[src/rtl/mem_stage_pkg.sv]
// mem_stage_pkg: shared definitions for the memory-access pipeline stage.
//   - bundle widths for the execute-side input, exception and write-back bundles
//   - bit offsets of the fields packed inside the ctrl word of the input bundle
//   - access-size encodings driven on data_sram_size
//   - request FSM state encoding
//   - req_size(): maps the byte/half access flags onto a size encoding
package mem_stage_pkg;

    localparam int IN_W   = 145;
    localparam int EXC_W  = 87;
    localparam int OUT_W  = 103;
    localparam int CTRL_W = 48;

    // ctrl = {ld_b, ld_bu, ld_h, ld_hu, ld_w, st_b, st_h, st_w,
    //         mem_we, res_from_mem, gr_we, rkd_value[32], rf_waddr[5]}
    localparam int CTRL_WADDR_LSB = 0;
    localparam int CTRL_RKD_LSB   = 5;
    localparam int CTRL_GR_WE     = 37;
    localparam int CTRL_RES_MEM   = 38;
    localparam int CTRL_MEM_WE    = 39;
    localparam int CTRL_ST_W      = 40;
    localparam int CTRL_ST_H      = 41;
    localparam int CTRL_ST_B      = 42;
    localparam int CTRL_LD_W      = 43;
    localparam int CTRL_LD_HU     = 44;
    localparam int CTRL_LD_H      = 45;
    localparam int CTRL_LD_BU     = 46;
    localparam int CTRL_LD_B      = 47;

    localparam logic [1:0] SIZE_B = 2'd0;
    localparam logic [1:0] SIZE_H = 2'd1;
    localparam logic [1:0] SIZE_W = 2'd2;

    typedef enum logic [1:0] {
        ST_IDLE = 2'd0,
        ST_REQ  = 2'd1,
        ST_WAIT = 2'd2,
        ST_DONE = 2'd3
    } state_t;

    // Word is the fallback so that a non-memory op never yields a narrow size.
    function automatic logic [1:0] req_size(input logic is_byte, input logic is_half);
        logic [1:0] size;
        if (is_byte) begin
            size = SIZE_B;
        end else if (is_half) begin
            size = SIZE_H;
        end else begin
            size = SIZE_W;
        end
        return size;
    endfunction

endpackage

[src/rtl/mem_stage_if.sv]
// mem_stage_if: SRAM-like data request/response bus.
//   master (memory stage): drives req, wr, size, wstrb, addr, wdata;
//                          samples addr_ok, data_ok, rdata.
//   slave  (memory/bridge): the mirror image.
interface mem_stage_if;

    logic        data_sram_req;
    logic        data_sram_wr;
    logic [1:0]  data_sram_size;
    logic [3:0]  data_sram_wstrb;
    logic [31:0] data_sram_addr;
    logic [31:0] data_sram_wdata;
    logic        data_sram_addr_ok;
    logic        data_sram_data_ok;
    logic [31:0] data_sram_rdata;

    modport master (
        output data_sram_req, data_sram_wr, data_sram_size, data_sram_wstrb,
               data_sram_addr, data_sram_wdata,
        input  data_sram_addr_ok, data_sram_data_ok, data_sram_rdata
    );

    modport slave (
        input  data_sram_req, data_sram_wr, data_sram_size, data_sram_wstrb,
               data_sram_addr, data_sram_wdata,
        output data_sram_addr_ok, data_sram_data_ok, data_sram_rdata
    );

endinterface

[src/rtl/mem_align.sv]
// mem_align: purely combinational byte-lane logic for the memory stage.
//   size      in  access size (SIZE_B/H/W)
//   is_st     in  access is a store (strobes are zero for loads)
//   sign_ext  in  load result is sign-extended (ld_b / ld_h)
//   addr_lo   in  low two address bits
//   rkd       in  store source register value
//   rdata     in  loaded word
//   wstrb     out byte strobes for the store
//   wdata     out store data replicated onto every lane it may land in
//   load_data out selected and extended load result
module mem_align
    import mem_stage_pkg::*;
(
    input  logic [1:0]  size,
    input  logic        is_st,
    input  logic        sign_ext,
    input  logic [1:0]  addr_lo,
    input  logic [31:0] rkd,
    input  logic [31:0] rdata,
    output logic [3:0]  wstrb,
    output logic [31:0] wdata,
    output logic [31:0] load_data
);

    logic [7:0]  byte_s;
    logic [15:0] half_s;

    // Store strobes and lane-replicated write data.
    always_comb begin
        wstrb = 4'b0000;
        wdata = rkd;
        if (is_st) begin
            case (size)
                SIZE_B: begin
                    wstrb = 4'b0001 << addr_lo;
                    wdata = {4{rkd[7:0]}};
                end
                SIZE_H: begin
                    wstrb = 4'b0011 << {addr_lo[1], 1'b0};
                    wdata = {2{rkd[15:0]}};
                end
                SIZE_W: begin
                    wstrb = 4'b1111;
                    wdata = rkd;
                end
                default: begin
                    wstrb = 4'b0000;
                    wdata = rkd;
                end
            endcase
        end else begin
            wstrb = 4'b0000;
            wdata = rkd;
        end
    end

    // Load lane select followed by sign or zero extension.
    always_comb begin
        byte_s    = rdata[7:0];
        half_s    = rdata[15:0];
        load_data = rdata;
        case (addr_lo)
            2'd0:    byte_s = rdata[7:0];
            2'd1:    byte_s = rdata[15:8];
            2'd2:    byte_s = rdata[23:16];
            2'd3:    byte_s = rdata[31:24];
            default: byte_s = rdata[7:0];
        endcase
        if (addr_lo[1]) begin
            half_s = rdata[31:16];
        end else begin
            half_s = rdata[15:0];
        end
        case (size)
            SIZE_B:  load_data = {{24{sign_ext & byte_s[7]}}, byte_s};
            SIZE_H:  load_data = {{16{sign_ext & half_s[15]}}, half_s};
            default: load_data = rdata;
        endcase
    end

endmodule

[src/rtl/mem_stage.sv]
// mem_stage: memory-access pipeline stage between execute and write-back.
//   clk, rst         clock; asynchronous active-high reset
//   WB_allowin       write-back can accept
//   flush            kills the instruction currently held in this stage
//   EX_to_MEM_zip    {valid, pc, ir, ctrl, alu_result} from execute
//   EX_except_zip    exception bundle from execute (bit 0 = misaligned)
//   MEM_allowin      this stage can accept a new instruction
//   sram             data SRAM-like request/response bus (master side)
//   front_*          forwarding value and load-use stall hint for decode
//   MEM_to_WB_reg    registered {valid, pc, ir, gr_we, rf_waddr, result}
//   MEM_except_reg   registered exception bundle
module mem_stage
    import mem_stage_pkg::*;
(
    input  logic               clk,
    input  logic               rst,
    input  logic               WB_allowin,
    input  logic               flush,
    input  logic [IN_W-1:0]    EX_to_MEM_zip,
    input  logic [EXC_W-1:0]   EX_except_zip,
    output logic               MEM_allowin,
    mem_stage_if.master        sram,
    output logic               front_valid,
    output logic               front_stall,
    output logic [4:0]         front_addr,
    output logic [31:0]        front_data,
    output logic [OUT_W-1:0]   MEM_to_WB_reg,
    output logic [EXC_W-1:0]   MEM_except_reg
);

    logic              zip_valid_s;
    logic [31:0]       pc_s, ir_s, alu_s, rkd_s;
    logic [CTRL_W-1:0] ctrl_s;
    logic [4:0]        waddr_s;
    logic ld_b_s, ld_bu_s, ld_h_s, ld_hu_s, ld_w_s, st_b_s, st_h_s, st_w_s;
    logic mem_we_s, res_mem_s, gr_we_s;
    logic is_ld_s, is_st_s, is_mem_s, has_exc_s, valid_s, readygo_s, issue_s;
    logic [1:0]  size_s;
    logic [3:0]  wstrb_s;
    logic [31:0] wdata_s, load_data_s, result_s;
    logic        unused_s;

    state_t            state_q, state_d;
    logic              cancel_q, cancel_d;
    logic [31:0]       rdata_q, rdata_d;
    logic              req_wr_q, req_wr_d;
    logic [1:0]        req_size_q, req_size_d;
    logic [3:0]        req_wstrb_q, req_wstrb_d;
    logic [31:0]       req_addr_q, req_addr_d;
    logic [31:0]       req_wdata_q, req_wdata_d;
    logic [OUT_W-1:0]  wb_q, wb_d;
    logic [EXC_W-1:0]  exc_q, exc_d;

    assign {zip_valid_s, pc_s, ir_s, ctrl_s, alu_s} = EX_to_MEM_zip;
    assign waddr_s   = ctrl_s[CTRL_WADDR_LSB +: 5];
    assign rkd_s     = ctrl_s[CTRL_RKD_LSB +: 32];
    assign gr_we_s   = ctrl_s[CTRL_GR_WE];
    assign res_mem_s = ctrl_s[CTRL_RES_MEM];
    assign mem_we_s  = ctrl_s[CTRL_MEM_WE];
    assign st_w_s    = ctrl_s[CTRL_ST_W];
    assign st_h_s    = ctrl_s[CTRL_ST_H];
    assign st_b_s    = ctrl_s[CTRL_ST_B];
    assign ld_w_s    = ctrl_s[CTRL_LD_W];
    assign ld_hu_s   = ctrl_s[CTRL_LD_HU];
    assign ld_h_s    = ctrl_s[CTRL_LD_H];
    assign ld_bu_s   = ctrl_s[CTRL_LD_BU];
    assign ld_b_s    = ctrl_s[CTRL_LD_B];
    // mem_we duplicates the st_* flags; the request direction is taken from those.
    assign unused_s  = mem_we_s;

    assign is_ld_s   = ld_b_s | ld_bu_s | ld_h_s | ld_hu_s | ld_w_s;
    assign is_st_s   = st_b_s | st_h_s | st_w_s;
    assign is_mem_s  = is_ld_s | is_st_s;
    assign has_exc_s = |EX_except_zip;
    assign valid_s   = zip_valid_s & ~flush;
    assign size_s    = req_size(ld_b_s | ld_bu_s | st_b_s, ld_h_s | ld_hu_s | st_h_s);

    mem_align u_align (
        .size      (size_s),
        .is_st     (is_st_s),
        .sign_ext  (ld_b_s | ld_h_s),
        .addr_lo   (alu_s[1:0]),
        .rkd       (rkd_s),
        .rdata     (rdata_q),
        .wstrb     (wstrb_s),
        .wdata     (wdata_s),
        .load_data (load_data_s)
    );

    assign result_s = res_mem_s ? load_data_s : alu_s;

    // Request FSM: issue, hold until accepted, wait for the response, and
    // drain a response whose instruction was flushed so it never reaches a younger one.
    always_comb begin
        state_d  = state_q;
        cancel_d = cancel_q;
        rdata_d  = rdata_q;
        issue_s  = 1'b0;
        case (state_q)
            ST_IDLE: begin
                if (valid_s & is_mem_s & ~has_exc_s) begin
                    state_d = ST_REQ;
                    issue_s = 1'b1;
                end else begin
                    state_d = ST_IDLE;
                end
            end
            ST_REQ: begin
                if (flush) begin
                    cancel_d = 1'b1;
                end else begin
                    cancel_d = cancel_q;
                end
                if (sram.data_sram_addr_ok) begin
                    state_d = ST_WAIT;
                end else begin
                    state_d = ST_REQ;
                end
            end
            ST_WAIT: begin
                if (sram.data_sram_data_ok) begin
                    // A flush in the same cycle as the response needs no cancel:
                    // the response is consumed here and discarded.
                    if (cancel_q | flush) begin
                        state_d  = ST_IDLE;
                        cancel_d = 1'b0;
                    end else begin
                        state_d = ST_DONE;
                        rdata_d = sram.data_sram_rdata;
                    end
                end else if (flush) begin
                    cancel_d = 1'b1;
                end else begin
                    cancel_d = cancel_q;
                end
            end
            ST_DONE: begin
                if (WB_allowin | flush) begin
                    state_d = ST_IDLE;
                end else begin
                    state_d = ST_DONE;
                end
            end
            default: begin
                state_d  = ST_IDLE;
                cancel_d = 1'b0;
            end
        endcase
    end

    // Request attributes are latched at issue so they stay stable while the
    // request is held, even if a flush lets a new instruction in meanwhile.
    always_comb begin
        req_wr_d    = req_wr_q;
        req_size_d  = req_size_q;
        req_wstrb_d = req_wstrb_q;
        req_addr_d  = req_addr_q;
        req_wdata_d = req_wdata_q;
        if (issue_s) begin
            req_wr_d    = is_st_s;
            req_size_d  = size_s;
            req_wstrb_d = wstrb_s;
            req_addr_d  = alu_s;
            req_wdata_d = wdata_s;
        end else begin
            req_wr_d    = req_wr_q;
        end
    end

    assign readygo_s   = (state_q == ST_DONE)
                       | ((state_q == ST_IDLE) & valid_s & (~is_mem_s | has_exc_s))
                       | flush;
    assign MEM_allowin = ~valid_s | (readygo_s & WB_allowin);

    // Write-back bundle: capture on hand-off, insert a bubble when write-back
    // is free but this stage is not ready, otherwise hold.
    always_comb begin
        wb_d  = wb_q;
        exc_d = exc_q;
        if (readygo_s & WB_allowin) begin
            wb_d  = {valid_s, pc_s, ir_s, gr_we_s & ~has_exc_s, waddr_s, result_s};
            exc_d = EX_except_zip;
        end else if (WB_allowin) begin
            wb_d  = '0;
            exc_d = '0;
        end else begin
            wb_d  = wb_q;
        end
    end

    // State and output registers.
    always_ff @(posedge clk or posedge rst) begin
        if (rst) begin
            state_q     <= ST_IDLE;
            cancel_q    <= 1'b0;
            rdata_q     <= 32'd0;
            req_wr_q    <= 1'b0;
            req_size_q  <= 2'd0;
            req_wstrb_q <= 4'd0;
            req_addr_q  <= 32'd0;
            req_wdata_q <= 32'd0;
            wb_q        <= '0;
            exc_q       <= '0;
        end else begin
            state_q     <= state_d;
            cancel_q    <= cancel_d;
            rdata_q     <= rdata_d;
            req_wr_q    <= req_wr_d;
            req_size_q  <= req_size_d;
            req_wstrb_q <= req_wstrb_d;
            req_addr_q  <= req_addr_d;
            req_wdata_q <= req_wdata_d;
            wb_q        <= wb_d;
            exc_q       <= exc_d;
        end
    end

    assign sram.data_sram_req   = (state_q == ST_REQ);
    assign sram.data_sram_wr    = req_wr_q;
    assign sram.data_sram_size  = req_size_q;
    assign sram.data_sram_wstrb = req_wstrb_q;
    assign sram.data_sram_addr  = req_addr_q;
    assign sram.data_sram_wdata = req_wdata_q;

    assign front_valid    = valid_s & gr_we_s & (~res_mem_s | (state_q == ST_DONE));
    assign front_stall    = valid_s & gr_we_s & res_mem_s & (state_q != ST_DONE);
    assign front_addr     = waddr_s;
    assign front_data     = result_s;
    assign MEM_to_WB_reg  = wb_q;
    assign MEM_except_reg = exc_q;

endmodule

[src/flat_wrapper.sv]
// flat-port wrapper written by rule: the top's interface ports become plain ports
module mem_stage_flat import mem_stage_pkg::*;
  (clk, rst, WB_allowin, flush, EX_to_MEM_zip, EX_except_zip, MEM_allowin, front_valid, front_stall, front_addr, front_data, MEM_to_WB_reg, MEM_except_reg, sram_data_sram_req, sram_data_sram_wr, sram_data_sram_size, sram_data_sram_wstrb, sram_data_sram_addr, sram_data_sram_wdata, sram_data_sram_addr_ok, sram_data_sram_data_ok, sram_data_sram_rdata);
  mem_stage_if sram_i ();
  input  logic clk;
  input  logic rst;
  input  logic WB_allowin;
  input  logic flush;
  input  logic [IN_W-1:0] EX_to_MEM_zip;
  input  logic [EXC_W-1:0] EX_except_zip;
  output logic MEM_allowin;
  output logic front_valid;
  output logic front_stall;
  output logic [4:0] front_addr;
  output logic [31:0] front_data;
  output logic [OUT_W-1:0] MEM_to_WB_reg;
  output logic [EXC_W-1:0] MEM_except_reg;
  output wire logic [$bits(sram_i.data_sram_req)-1:0] sram_data_sram_req;
  output wire logic [$bits(sram_i.data_sram_wr)-1:0] sram_data_sram_wr;
  output wire logic [$bits(sram_i.data_sram_size)-1:0] sram_data_sram_size;
  output wire logic [$bits(sram_i.data_sram_wstrb)-1:0] sram_data_sram_wstrb;
  output wire logic [$bits(sram_i.data_sram_addr)-1:0] sram_data_sram_addr;
  output wire logic [$bits(sram_i.data_sram_wdata)-1:0] sram_data_sram_wdata;
  input wire logic [$bits(sram_i.data_sram_addr_ok)-1:0] sram_data_sram_addr_ok;
  input wire logic [$bits(sram_i.data_sram_data_ok)-1:0] sram_data_sram_data_ok;
  input wire logic [$bits(sram_i.data_sram_rdata)-1:0] sram_data_sram_rdata;
  assign sram_data_sram_req = sram_i.data_sram_req;
  assign sram_data_sram_wr = sram_i.data_sram_wr;
  assign sram_data_sram_size = sram_i.data_sram_size;
  assign sram_data_sram_wstrb = sram_i.data_sram_wstrb;
  assign sram_data_sram_addr = sram_i.data_sram_addr;
  assign sram_data_sram_wdata = sram_i.data_sram_wdata;
  assign sram_i.data_sram_addr_ok = sram_data_sram_addr_ok;
  assign sram_i.data_sram_data_ok = sram_data_sram_data_ok;
  assign sram_i.data_sram_rdata = sram_data_sram_rdata;
  mem_stage u_core (.clk(clk), .rst(rst), .WB_allowin(WB_allowin), .flush(flush), .EX_to_MEM_zip(EX_to_MEM_zip), .EX_except_zip(EX_except_zip), .MEM_allowin(MEM_allowin), .sram(sram_i), .front_valid(front_valid), .front_stall(front_stall), .front_addr(front_addr), .front_data(front_data), .MEM_to_WB_reg(MEM_to_WB_reg), .MEM_except_reg(MEM_except_reg));
endmodule
[config.mk]
export PLATFORM = sky130hd
export DESIGN_NAME = mem_stage_flat
export DESIGN_NICKNAME = d
export VERILOG_FILES = /design/src/rtl/mem_stage_pkg.sv /design/src/rtl/mem_stage_if.sv /design/src/rtl/mem_align.sv /design/src/rtl/mem_stage.sv /design/src/flat_wrapper.sv
export SDC_FILE = /design/constraint.sdc
export NUM_CORES = 1
export LEC_CHECK = 0
export BUFFER_PORTS_ARGS = -buffer_cell sky130_fd_sc_hd__buf_2
export CORE_AREA = 2 2 222 224
export DETAILED_ROUTE_END_ITERATION = 12
export DIE_AREA = 0 0 224 226
export SLEW_MARGIN = 20
export SYNTH_ARGS = -nofsm -noshare
export SYNTH_HDL_FRONTEND = slang
export SYNTH_SLANG_ARGS = --single-unit
[constraint.sdc]
create_clock -name clk -period 12.3 [get_ports clk]
set_input_delay 2.46 -clock clk [delete_from_list [all_inputs] [get_ports clk]]
set_output_delay 2.46 -clock clk [all_outputs]
set_load 0.05 [all_outputs]
### Word level (Yosys, flattened, before mapping)

Index checks and enable logic that the tools add are counted.

| cells by class | value |
|---|---|
| equal/unequal tests | 11 |
| shifts and indexed selects | 2 |
| mux-type cells | 26 |
| bitwise operators | 37 |
| reductions and logical operators | 8 |

Operator list:

| kind | count |
|---|---|
| 2-to-1 mux 103 bit | 2 |
| 2-to-1 mux 87 bit | 2 |
| case mux 32 bit (2 select lines) | 2 |
| OR reduction 87 bit | 1 |
| 2-to-1 mux 32 bit | 2 |
| case mux 8 bit (4 select lines) | 1 |
| bitwise OR 1 bit | 18 |
| 2-to-1 mux 16 bit | 1 |
| bitwise AND 1 bit | 13 |
| 2-to-1 mux 2 bit | 6 |
| case mux 4 bit (3 select lines) | 1 |
| == test 2 bit, second input constant | 5 |
| case mux 2 bit (4 select lines) | 1 |
| == test 2 x 1 -> 1 bit, second input constant | 3 |
| logical NOT 2 bit | 3 |
| 2-to-1 mux 1 bit | 6 |
| NOT 1 bit | 6 |
| 2-to-1 mux 4 bit | 1 |
| != test 2 bit, second input constant | 2 |
| nonzero test 2 bit | 2 |
| left shift 1 x 2 -> 4 bit, first input constant | 1 |
| left shift 2 x 2 -> 4 bit, first input constant | 1 |
| != test 3 x 2 -> 1 bit, second input constant | 1 |
| AND reduction 3 bit | 1 |
| other kinds (2) | 2 |

| word-level totals | value |
|---|---|
| bits in registers | 296 |
| input bits | 270 |
| output and inout port bits | 302 |
| logic and storage cells | 94 |

### Longest topological paths before layout

Gate-level depths: netlist of run 1.

| depth | value |
|---|---|
| depth in word-level cells | 12 |
| depth in mapped cells | 9 |
| mapped depth without buffers | 7 |

### Hierarchy

A second synthesis of run 1 with hierarchy kept.

| second synthesis, totals | value |
|---|---|
| cells, all modules | 1458 |
| area, all modules | 14848.0 um^2 |

By module, submodules not included:

| module | instances | cells an instance | area each (um^2) | sequential area each (um^2) |
|---|---|---|---|---|
| mem_stage | 1 | 1275 | 13516.7 | 7407.1 |
| mem_align | 1 | 183 | 1331.3 | 0.0 |

### Worst setup path before layout of run 1

OpenSTA, ideal clock, no wires.

| timing | value |
|---|---|
| path type | input to output |
| start | input port EX_to_MEM_zip[79] |
| end | output port front_data[0] |
| arrival time | 4307 ps |
| required time | 9840 ps |
| setup slack | 5533 ps |
| stages | 6 |
| path buffers | 1 |
| path through | or4_1 > buf_2 > o211a_1 > a22o_1 > mux2i_1 > o21ai_0 |

| on the way | value |
|---|---|
| longest elaborated chain between the ends | 6 |
| elaborated cells between the ends (all ways) | 7 |
| those cells by class | eq/ne (1); mux (3); bitwise (2); reduce/logical (1) |

RTL lines:

| item | RTL line | RTL |
|---|---|---|
| start, declared | flat_wrapper.sv:9 | `input logic [IN_W-1:0] EX_to_MEM_zip;` |
| bitwise OR 1 bit (*) (2 in series) | mem_stage.sv:76 | `assign size_s = req_size(ld_b_s \| ld_bu_s \| st_b_s, ld_h_s \| ld_hu_s \| st_h_s);` |
| 2-to-1 mux 2 bit (*) | mem_stage_pkg.sv:44 | `if (is_byte) begin` |
| == test 2 x 1 -> 1 bit or logical NOT 2 bit (tied branches) | mem_align.sv:74 | `case (size)` |
| case mux 32 bit (2 select lines) (*) | mem_align.sv:74 |  |
| 2-to-1 mux 32 bit (*) | mem_stage.sv:90 | `assign result_s = res_mem_s ? load_data_s : alu_s;` |
| end, declared | flat_wrapper.sv:15 | `output logic [31:0] front_data;` |

Every way passes the cells marked *; elsewhere a longest branch is shown, timed or not.

### Worst setup path in the final report of run 1

| timing | value |
|---|---|
| start | input port EX_to_MEM_zip[1] |
| end | output port front_data[17] |

| on the way | value |
|---|---|
| longest elaborated chain between the ends | 5 |
| elaborated cells between the ends (all ways) | 10 |
| those cells by class | eq/ne (3); mux (4); bitwise (2); reduce/logical (1) |

RTL lines:

| item | RTL line | RTL |
|---|---|---|
| == test 2 bit (tied with other cells) | mem_align.sv:62 | `case (addr_lo)` |
| case mux 8 bit (4 select lines) | mem_align.sv:62 |  |
| bitwise AND 1 bit | mem_align.sv:75 | `SIZE_B: load_data = {{24{sign_ext & byte_s[7]}}, byte_s};` |
| case mux 32 bit (2 select lines) (*) | mem_align.sv:74 |  |
| 2-to-1 mux 32 bit (*) | mem_stage.sv:90 |  |

Marked as above.

==> results of run 1 <==
-- worst register-to-register path, stage by stage (launching register included) --
cell,delay [ns]
dfrtp_1,0.40
inv_1,0.10
ha_1,0.27
and2_1,0.20
nor3_1,0.38
a31o_4,0.68
buf_4,0.91
o22ai_1,0.30
-- logic make-up after synthesis --
| family | share of synthesized area, % |
|---|---|
| compound gates | 12.9 |
| simple gates | 13.0 |
| fa+ha+maj | 0.462 |
| flops | 54.7 |
| buf+inv | 8.26 |
| mux | 10.6 |
-- metrics by stage --
stage / hold slack, ns / utilization (%) / total power (uW)
floorplan: 0.482 / - / 1480
global placement: 0.483 / 34.8 / 1650
detailed placement: 0.488 / 34.8 / 1660
CTS: 0.503 / 37.2 / 2730
global route: 0.513 / 37.3 / 2810
finish: 0.503 / 37.3 / 2700
-- cells in the mapped netlist (all sizes together) (2+ instances only) --
| cell type | n |
|---|---|
| a21oi | 13 |
| a221oi | 6 |
| a22oi | 7 |
| a31o | 33 |
| a31oi | 3 |
| and2 | 3 |
| buf | 37 |
| clkbuf | 60 |
| dfrtp | 296 |
| ha | 5 |
| inv | 163 |
| mux2 | 110 |
| mux2i | 11 |
| nand2 | 202 |
| nand2b | 19 |
| nand3 | 34 |
| nand3b | 4 |
| nand4 | 7 |
| nor2 | 29 |
| nor2b | 34 |
| nor3 | 13 |
| nor3b | 3 |
| nor4 | 22 |
| o21a | 5 |
| o21ai | 11 |
| o221a | 4 |
| o22ai | 159 |
| o31ai | 3 |
| or2 | 2 |
| or3 | 2 |
-- worst max path at each step --
stage | start | endpoint
floorplan | rst | u_core.MEM_except_reg[0]
global placement | EX_to_MEM_zip[1] | front_data[17]
finish | EX_to_MEM_zip[1] | front_data[17]
CTS | EX_to_MEM_zip[1] | front_data[17]
detailed placement | EX_to_MEM_zip[1] | front_data[17]
global route | EX_to_MEM_zip[1] | front_data[17]
-- where the power goes --
group | internal, uW | leakage, uW | switching [uW]
clock network | 628 | 0.000580 | 428
logic | 144 | 0.00513 | 424
registers | 1040 | 0.00390 | 35.2
total | 1810 | 0.00962 | 888
-- layer usage --
| metal | vias to the layer above | part of all wire, % | track usage [%] |
|---|---|---|---|
| met5 | - | 0.17 | 0 |
| met4 | 14 | 3.6 | 7.76 |
| met3 | 90 | 9.4 | 7.04 |
| met2 | 483 | 49 | 32.0 |
| met1 | 5653 | 38 | 21.6 |
| li1 | 5601 | - | - |
-- cell type report --
cell class                      count  area share (%)
Sequential cell                   296            41.1
Inverter                          163            3.43
Clock buffer                       53            5.97
Tap cell                          622            4.31
Antenna cell                        7          0.0971
Multi-Input combinational cell    757            27.9
Clock inverter                     12           0.541
Timing Repair Buffer              586            16.6
==> reports/qor.yml, run 1 <==
worst_setup_path:
  timing.rr.end: "u_core.MEM_to_WB_reg[54]"
  critical-path-top-delay-family: "compound AO/OA/AOI/OAI gates"
  path_max_fanout: 18
  rrSetupSlack_ns: 8.88
  arrival_ns: 5.11
  ff2ff_path_depth: 7
  critPathLaunchType: "input pin"
  cp_slowest_cell: "o221ai_2"
  crit-reg2reg-launch: "u_core.state_q[0]"
  crit_path_end_kind: "output pin"
  worst-path-buf-inv: 2
  path_common_cell: "buf_2"
  max_stage_delay_ns: 0.74
  cp.required_ns: 9.84
  crit_type: "in -> out"
  cp_num_cells: 6
  crit_chain: "buf_2 > mux4_2 > and2_1 > o221ai_2 > nand3_1 > buf_2"
sta:
  timing.setup.tns_ns: 0
  hold_violations: 0
  fmax_mhz: 132
  finalSetupViolations: 0
  slew_viol_final: 0
  rsz0062_at_grt: "no"
  finClkSkew_ns: 0.0200
  tightest_slew_ns: 1.09
  relSlewSlack_pct: 27.3
  min_period_ns: 7.57
  period_share_pct: 61.5
  finalWorstSetupSlack_ns: 4.73
die:
  die_area_sq_mm: 0.0506
  die_y_um: 226
  coreArea_sq_mm: 0.0483
  die_x_um: 224
  rows: 81
  ios: 572
  initial_utilization_pct: 28.0
synthesis:
  synth-main-ff-cell: "dfrtp_1"
  yosysSeqAreaShare_pct: 54.7
  syn_area_sq_mm: 0.0135
  syn_nets: 1588
  synthTopCellsByArea: "dfrtp_1, mux2_2, o22ai_1, nand2_1, inv_1"
  syn_area_per_cell_sq_um: 10.3
  synth_top_area_share_pct: 54.7
  post-synth-top-area-cell: "dfrtp_1"
  ys_ff_latch: 296
  netlist_instances: 1313
  synth_cell_type_count: 53
  synthArstFlopShare_pct: 100
  ys_warn_count: 0
  synth_edf_count: 0
cts:
  clk_path_buf_depth: 3
  cts_buffers: 36
  cts_tree: "done"
  insertion_delay_ns: 0.55
  ctsHoldBuffers: 0
  cts_resized: 0
  htree_levels: 2
  clkTransAtPathRegs_ns: 0.05
  post_cts_buffers: 0
  clockRootBuffer: "clkbuf_16"
  numClockSinks: 296
global_route:
  grt_pass1_vias: 11920
  grt_start_max_net_pins: 164
  grt-ovfl-total: 0
  grt_pass1_wl_um: 72600
  antenna_found_initial: 15
  grt_usage_pct: 18.9
final_layout:
  fill_cells: 4862
  fin_area_sq_mm: 0.0180
  multi_input_area_sq_mm: 0.00504
  mostFrequentLayoutCells: "buf_2, dfrtp_1, nand2_1"
  area_growth_pct: 33.3
  nets: 2115
  drive_gt1_share_pct: 43.2
  layout.cells.non_filler: 2496
  final_common_cell: "buf_2"
  ff_latch_area_sq_mm: 0.00741
  largest_reg_flops: 103
route:
  via_per_inst: 4.74
  num_vias: 11841
  first_pass_iters: 5
  finalWirelength_um: 49500
  drt_iter0_markers: 776
  drc_errors: 0
  ant_nets: 0
  routedWlPerCell_um: 19.8
hold_path:
  min_path_type: "reg -> reg"
  hold_path_end: "u_core.sram.data_sram_addr[10]"
  min-delay-start: "u_core.sram.data_sram_addr[10]"
  hold_depth: 1
placed_design:
  dp.cells: 2423
  port_buffers: 570
  dp_hpwl_um: 37100
  post-place-ws_ns: 4.69
  place_area_sq_mm: 0.0168
  gp_congestion: 0.908
job:
  drv_cap: 0
status:
  status: "finished clean"
power_and_ir_drop:
  vdd_drop_max_v: 0.0000980
  p_leak_uw: 0.00962
  powerDensity_mw_per_mm2: 149
(Power assumes the default switching activity.)
==> run 2: changes to the inputs <==
- clock period: 12.3 -> 6.3 ns (I/O delays scaled with it)
==> run 2 against run 1 <==
Setup slack got worse by 3.4 ns. Critical path depth is the same. Via count rose by 0.23%. Sequential share of layout area down 0.12 points. Largest power group is now clock. Sequential cell count stayed put. Register-to-register slack worse by 5.4 ns. Global-route usage is 0.40 points lower. Sequential power up 95%.
==> reports/qor.yml, run 2 (synthesized netlist as in run 1, its figures left out) <==
worst_setup_path:
  path_max_fanout: 18
  cp.required_ns: 5.04
  crit_path_end_kind: "output pin"
  crit_type: "in -> out"
  critPathLaunchType: "input pin"
  arrival_ns: 3.76
cts:
  cts_resized: 0
  clockRootBuffer: "clkbuf_16"
  cts_tree: "done"
  htree_levels: 2
  insertion_delay_ns: 0.55
  numClockSinks: 296
  cts_buffers: 36
  clkTransAtPathRegs_ns: 0.06
  post_cts_buffers: 0
  ctsHoldBuffers: 0
  clk_path_buf_depth: 3
die:
  die_x_um: 224
  ios: 572
  initial_utilization_pct: 28.0
  coreArea_sq_mm: 0.0483
  die_y_um: 226
  die_area_sq_mm: 0.0506
  rows: 81
placed_design:
  place_area_sq_mm: 0.0169
  port_buffers: 570
  gp_congestion: 0.847
  post-place-ws_ns: 1.24
  dp_hpwl_um: 36500
power_and_ir_drop:
  p_clk_share_pct: 40.2
  internal_power_uw: 3610
  powerDensity_mw_per_mm2: 296
  switching_power_uw: 1750
  p_comb_share_pct: 20.7
  p_leak_uw: 0.00963
  swShare_pct: 32.7
  vdd_drop_max_v: 0.000187
  seqPwrFrac_pct: 39.0
global_route:
  antenna_found_initial: 16
  gr-usage-met2_pct: 32.0
  grt_start_max_net_pins: 152
  grt-ovfl-total: 0
  use_met1_pct: 21.6
  busiest_layer: "met2"
  grt_usage_pct: 18.5
  grt_pass1_wl_um: 71500
  grt_pass1_vias: 11866
  globalRouteMet3Util_pct: 6.12
hold_path:
  min_path_type: "reg -> reg"
sta:
  relSlewSlack_pct: 24.4
  finalWorstSetupSlack_ns: 1.28
  timing.setup.tns_ns: 0
  finClkSkew_ns: 0.0113
  period_share_pct: 79.6
  tightest_slew_ns: 1.13
  min_period_ns: 5.02
  finalSetupViolations: 0
  rsz0062_at_grt: "no"
  fmax_mhz: 199
  slew_viol_final: 0
  hold_violations: 0
route:
  drt_iter0_markers: 742
  ant_nets: 0
  finalWirelength_um: 48800
  via_per_inst: 4.76
  drc_errors: 0
  num_vias: 11868
  routedWlPerCell_um: 19.6
  first_pass_iters: 5
status:
  status: "finished clean"
final_layout:
  drive_gt1_share_pct: 43.2
  fin_area_sq_mm: 0.0181
  mostFrequentLayoutCells: "buf_2, dfrtp_1, nand2_1"
  area_growth_pct: 33.7
  largest_reg_flops: 103
  nets: 2115
  final_common_cell: "buf_2"
job:
  drv_cap: 0
run 2: worst paths after layout:
path                                            startpoint                         endpoint  slack [ns]  depth (start not counted)
min in group asynchronous                              rst         u_core.MEM_to_WB_reg[93]        0.73                          2
max                                       EX_to_MEM_zip[1]                   front_data[17]        1.28                          6
max reg2reg                              u_core.state_q[0]         u_core.MEM_to_WB_reg[65]        3.47                          7
min                        u_core.sram.data_sram_wdata[27]  u_core.sram.data_sram_wdata[27]        0.50                          1
max in group asynchronous                              rst        u_core.MEM_except_reg[60]        4.27                          3
min reg2reg                u_core.sram.data_sram_wdata[27]  u_core.sram.data_sram_wdata[27]        0.50                          1
run 2: metrics by stage:
step | util [%] | power (uW) | hold slack [ns] | std cells
2_1_floorplan | - | 2880 | 0.482 | 1313
3_3_place_gp | 34.9 | 3230 | 0.484 | 2424
3_5_place_dp | 34.9 | 3240 | 0.488 | 2424
4_1_cts | 37.4 | 5440 | 0.500 | 2485
5_1_grt | 37.4 | 5590 | 0.512 | 2489
6_report | 37.4 | 5360 | 0.498 | 2491
run 2: power by group through the flow:
| stage | logic, uW | clock network [uW] | registers (uW) |
|---|---|---|---|
| 2_1_floorplan | 367 | 0 | 2520 |
| 3_3_place_gp | 1110 | 0 | 2120 |
| 3_5_place_dp | 1120 | 0 | 2130 |
| 4_1_cts | 1120 | 2230 | 2090 |
| 5_1_grt | 1180 | 2300 | 2110 |
| 6_report | 1110 | 2160 | 2090 |
run 2: final cells by class:
type                            instances  area, sq um
Antenna cell                            6         15.0
Fill cell                            4880        30300
Inverter                              163          616
Sequential cell                       296         7410
Multi-Input combinational cell        757         5030
Tap cell                              622          778
Timing Repair Buffer                  586         3020
Clock inverter                         14          206
Clock buffer                           47         1010
run 2: layer usage:
metal / vias up / share of wire [%] / routed length [um]
li1: 5577 / - / -
met1: 5682 / 40 / 19400
met2: 504 / 49 / 23900
met3: 91 / 8.2 / 4020
met4: 14 / 2.7 / 1320
met5: - / 0.13 / 65
run 2: worst max-delay path, cell delays in order:
cell and delay (ns):
buf_2 0.38, mux4_2 0.58, and2_1 0.20, o221ai_2 0.65
nand3_1 0.34, buf_2 0.32
